`src/rtl/multicycle_control_fsm.sv`:
```
// Moore control FSM for a multicycle RV32I datapath: fetch/decode/execute/memory/writeback
// sequencing with a shared-memory ready handshake and asynchronous active-low reset.
module multicycle_control_fsm #(
  parameter int unsigned STATE_W = 4
) (
  input  logic               clk,
  input  logic               rst,
  input  logic [6:0]         Op,
  input  logic               zero,
  input  logic               mem_ready,
  output logic               PCWrite,
  output logic               AdrSrc,
  output logic               IRWrite,
  output logic               MemWrite,
  output logic               RegWrite,
  output logic [1:0]         ResultSrc,
  output logic [1:0]         ALUSrcA,
  output logic [1:0]         ALUSrcB,
  output logic [1:0]         ALUOp,
  output logic [1:0]         ImmSrc,
  output logic               illegal_op,
  output logic [STATE_W-1:0] state
);

  localparam logic [6:0] OP_LW   = 7'b0000011;
  localparam logic [6:0] OP_SW   = 7'b0100011;
  localparam logic [6:0] OP_R    = 7'b0110011;
  localparam logic [6:0] OP_I    = 7'b0010011;
  localparam logic [6:0] OP_JAL  = 7'b1101111;
  localparam logic [6:0] OP_BEQ  = 7'b1100011;

  typedef enum logic [3:0] {
    S_FETCH    = 4'd0,
    S_DECODE   = 4'd1,
    S_MEMADR   = 4'd2,
    S_MEMREAD  = 4'd3,
    S_MEMWB    = 4'd4,
    S_MEMWRITE = 4'd5,
    S_EXECR    = 4'd6,
    S_EXECI    = 4'd7,
    S_ALUWB    = 4'd8,
    S_JAL      = 4'd9,
    S_BEQ      = 4'd10
  } state_t;

  state_t state_q, state_d;

  logic       pc_update, branch;
  logic       adr_src, ir_write, mem_write, reg_write, illegal;
  logic [1:0] result_src, alu_src_a, alu_src_b, alu_op;

  always_ff @(posedge clk or negedge rst) begin
    if (!rst) state_q <= S_FETCH;
    else      state_q <= state_d;
  end

  always_comb begin
    state_d    = S_FETCH;
    pc_update  = 1'b0;
    branch     = 1'b0;
    adr_src    = 1'b0;
    ir_write   = 1'b0;
    mem_write  = 1'b0;
    reg_write  = 1'b0;
    illegal    = 1'b0;
    result_src = 2'b00;
    alu_src_a  = 2'b00;
    alu_src_b  = 2'b00;
    alu_op     = 2'b00;
    unique case (state_q)
      S_FETCH: begin
        alu_src_b  = 2'b10;
        result_src = 2'b10;
        ir_write   = mem_ready;
        pc_update  = mem_ready;
        state_d    = mem_ready ? S_DECODE : S_FETCH;
      end
      S_DECODE: begin
        alu_src_a = 2'b01;
        alu_src_b = 2'b01;
        unique case (Op)
          OP_LW, OP_SW: state_d = S_MEMADR;
          OP_R:         state_d = S_EXECR;
          OP_I:         state_d = S_EXECI;
          OP_JAL:       state_d = S_JAL;
          OP_BEQ:       state_d = S_BEQ;
          default: begin
            state_d = S_FETCH;
            illegal = 1'b1;
          end
        endcase
      end
      S_MEMADR: begin
        alu_src_a = 2'b10;
        alu_src_b = 2'b01;
        state_d   = (Op == OP_LW) ? S_MEMREAD : S_MEMWRITE;
      end
      S_MEMREAD: begin
        adr_src = 1'b1;
        state_d = mem_ready ? S_MEMWB : S_MEMREAD;
      end
      S_MEMWB: begin
        result_src = 2'b01;
        reg_write  = 1'b1;
        state_d    = S_FETCH;
      end
      S_MEMWRITE: begin
        adr_src   = 1'b1;
        mem_write = 1'b1;
        state_d   = mem_ready ? S_FETCH : S_MEMWRITE;
      end
      S_EXECR: begin
        alu_src_a = 2'b10;
        alu_op    = 2'b10;
        state_d   = S_ALUWB;
      end
      S_EXECI: begin
        alu_src_a = 2'b10;
        alu_src_b = 2'b01;
        alu_op    = 2'b10;
        state_d   = S_ALUWB;
      end
      S_ALUWB: begin
        reg_write = 1'b1;
        state_d   = S_FETCH;
      end
      S_JAL: begin
        alu_src_a = 2'b01;
        alu_src_b = 2'b10;
        pc_update = 1'b1;
        state_d   = S_ALUWB;
      end
      S_BEQ: begin
        alu_src_a = 2'b10;
        alu_op    = 2'b01;
        branch    = 1'b1;
        state_d   = S_FETCH;
      end
      default: state_d = S_FETCH;
    endcase
  end

  // Reset masks the strobes combinationally so an abort takes effect in the same cycle.
  always_comb begin
    PCWrite    = rst & (pc_update | (branch & zero));
    AdrSrc     = rst & adr_src;
    IRWrite    = rst & ir_write;
    MemWrite   = rst & mem_write;
    RegWrite   = rst & reg_write;
    illegal_op = rst & illegal;
    ResultSrc  = rst ? result_src : 2'b00;
    ALUSrcA    = rst ? alu_src_a  : 2'b00;
    ALUSrcB    = rst ? alu_src_b  : 2'b00;
    ALUOp      = rst ? alu_op     : 2'b00;
  end

  always_comb begin
    unique case (Op)
      OP_SW:   ImmSrc = 2'b01;
      OP_BEQ:  ImmSrc = 2'b10;
      OP_JAL:  ImmSrc = 2'b11;
      default: ImmSrc = 2'b00;
    endcase
  end

  assign state = STATE_W'(state_q);

endmodule

```
`config.mk`:
```
export PLATFORM = sky130hd
export DESIGN_NAME = multicycle_control_fsm
export DESIGN_NICKNAME = d
export VERILOG_FILES = /design/src/rtl/multicycle_control_fsm.sv
export SDC_FILE = /design/constraint.sdc
export NUM_CORES = 1
export LEC_CHECK = 0
export CORE_UTILIZATION = 40
export DETAILED_ROUTE_END_ITERATION = 10
export PLACE_DENSITY = 0.81
export SLEW_MARGIN = 20
export SYNTH_ARGS = -nofsm -noshare
export SYNTH_HDL_FRONTEND = slang
export SYNTH_SLANG_ARGS = --single-unit
```
`constraint.sdc`:
```
create_clock -name clk -period 3.1 [get_ports clk]
set_input_delay 0.62 -clock clk [delete_from_list [all_inputs] [get_ports clk]]
set_output_delay 0.62 -clock clk [all_outputs]
set_load 0.05 [all_outputs]
```
==> out/metrics.yaml <==
drc: 0
nets: 119
seqPwrFrac_pct: 25.2
ir_worst_vdd_uv: 171
clk_pin_slew_ps: 40
syn_nets: 88
gp_congestion: 0.754
setup_viol: 0
totalWireLength_microns: 1460
synth.most_common_cell: "nor2_1"
clkLatencyLatePin_ps: 240
viasPerCell: 5.44
die_height_microns: 40.5
netlist.area_leader.share_pct: 16.9
synth_edf_count: 0
hold_viol_final: 0
initial_core_util_pct: 44.4
finalPower_mw: 0.249
met3_usage_pct: 3.89
layout_setup_ws_ps: 467
htree_levels: 1
postLayoutCellArea_sq_um: 1010
fin_util_pct: 76.1
critPathTopFamily: "buffers and inverters"
grt_util_all_layers_pct: 20.3
fin_crit_sh_pct: 84.9
grt_pass1_wl_microns: 2190
path_max_fanout: 10
placed_area_sq_um: 992
worstMarginPinSlew_ps: 665
root_buffer: "clkbuf_4"
cts_sinks: 4
path_cells: "clkdlybuf4s50_1, buf_4, and3_1, and2_1, o21bai_1, buf_12"
grt_use_met2_pct: 38.5
synth.largest_area_cell: "dfrtp_1"
vias: 658
synth_area_sq_um: 592
finalSetupTns_ps: 0
synthTopCellsByCount: "nor2_1 (8), nand2_1 (7), a21oi_1 (6)"
fin_skew_ps: 3.00
critPathCaptureType: "output pin"
grt_overflow: 0
chipWidth_microns: 40.5
holdBufCountCts: 0
yosysSeqAreaShare_pct: 16.9
rows: 13
post_cts_buffers: 0
die_area_sq_um: 1640
cts_resized: 0
antenna_cells: 0
yosys_warnings: 0
syn_inst: 77
dp_hpwl_microns: 1150
layout-drive-gt1-share_pct: 24.5
ys_types: 31
status: "completed"
cp_slowest_stage_delay_ps: 480
synth_async_sr_flop_share_pct: 100
pin_count: 31
drt_iter0_drc: 12
drv_slew: 0
p_int_mw: 0.153
syn2layout_area_growth_pct: 71.5
hold_path_class: "input port to asynchronous set/reset pin"
synthTopCellsByArea: "dfrtp_1 (17%), nand3b_1 (6.3%), nand2b_1 (5.3%)"
cp.required_ps: 2480
p_switching_mw: 0.0964
rsz0062_at_grt: "no"
ant_nets: 0
cp.arrival_ps: 2010
largest_register_ff_count: 4
port_buffers: 30
grt_start_max_net_pins: 18
clockBufferDepth: 2
seq_area_sq_um: 100
core_sq_um: 1330
start_kind: "input port"
wl_per_cell_microns: 12.1
swShare_pct: 38.7
relSlewSlack_pct: 55.7
synthFlopType: "dfrtp_1"
fillCellCount: 102
critical_path_buf_inv_count: 3
first_pass_iters: 4
first_global_vias: 530
synth_area_per_cell_sq_um: 7.69
use_met1_pct: 19.7
crit_type: "input port to output pin"
dp_slack_ps: 475
antenna_found_initial: 0
max_freq_mhz: 380
multi_input_area_sq_um: 448
cellPowerDensity_nw_per_um2: 246
busiest_layer: "met2"
cp_slowest_cell: "clkdlybuf4s50_1"
maxCapViolCount: 0
synth-seq-cells: 4
power.leakage_nw: 0.403
r2r_slack_ps: 1630
cts_tree: "done"
cts_buffers: 3
pwr-share-comb_pct: 48.7
clkPwrFrac_pct: 26.1
fin_crit_ps: 2630
routing by layer:
| layer | wire, microns | vias to the layer above | part of all wire (%) |
|---|---|---|---|
| li1 | - | 334 | - |
| met5 | 0 | - | 0 |
| met4 | 13 | 0 | 0.89 |
| met3 | 109 | 2 | 7.5 |
| met2 | 730 | 34 | 50 |
| met1 | 607 | 288 | 42 |
final timing paths:
kind / end / cells past startpoint / from
max: PCWrite / 6 / rst
min: state[2] / 2 / rst
max reg2reg: state[1] / 4 / state[2]
min reg2reg: state[3] / 2 / state[1]
max in group asynchronous: state[1] / 2 / rst
min in group clk: state[3] / 2 / state[1]
power groups by stage:
stage / Combinational, mW / Sequential [mW] / Clock, mW
global route: 0.129 / 0.0634 / 0.0675
finish: 0.121 / 0.0627 / 0.0651
CTS: 0.122 / 0.0626 / 0.0666
floorplan: 0.0652 / 0.0639 / 0
detailed placement: 0.122 / 0.0632 / 0
global placement: 0.120 / 0.0631 / 0
cells in the final DEF (no fill, tap or decap), types with 3 or more instances in the layout:
master           instances
buf_12                  12
nand3b_1                 5
a21oi_1                  6
clkdlybuf4s50_1         14
and3_1                   4
nor3_1                   4
o21ai_1                  5
nand2_1                  7
nand2b_1                 5
buf_4                    5
clkbuf_4                 3
nor2_1                   8
dfrtp_1                  4
worst reg2reg max path: cells and delay by family, from the launching register on:
kind	cells	cell delay [ps]
DFF	1	610
AOI/OAI and AO/OA	1	90
and+or+nand+nor	3	700
metrics by stage:
| step | instances | hold WS, ps |
|---|---|---|
| 2_1_floorplan | 77 | 324 |
| 3_3_place_gp | 118 | 760 |
| 3_5_place_dp | 118 | 768 |
| 4_1_cts | 121 | 690 |
| 5_1_grt | 121 | 724 |
| 6_report | 121 | 700 |
kinds of logic (layout without fill, tap and decap cells):
logic type | after synthesis | in the layout | share of synthesized area (%)
AND/OR/NAND/NOR | 46 | 46 | 54.1
buffers and inverters | 7 | 36 | 7.40
XOR/XNOR | 3 | 3 | 4.44
flip-flops | 4 | 4 | 16.9
AO/OA/AOI/OAI | 16 | 16 | 15.4
multiplexers | 1 | 1 | 1.69
area by class of cell:
class                   count  area share (%)
flip-flops and latches      4            9.86
multi-input cells          66            44.1
well taps                  15            1.85
inverters                   2           0.740
repair buffers             31            41.2
clock buffers               3            2.22
No activity file was read; power rests on OpenSTA's default activity.
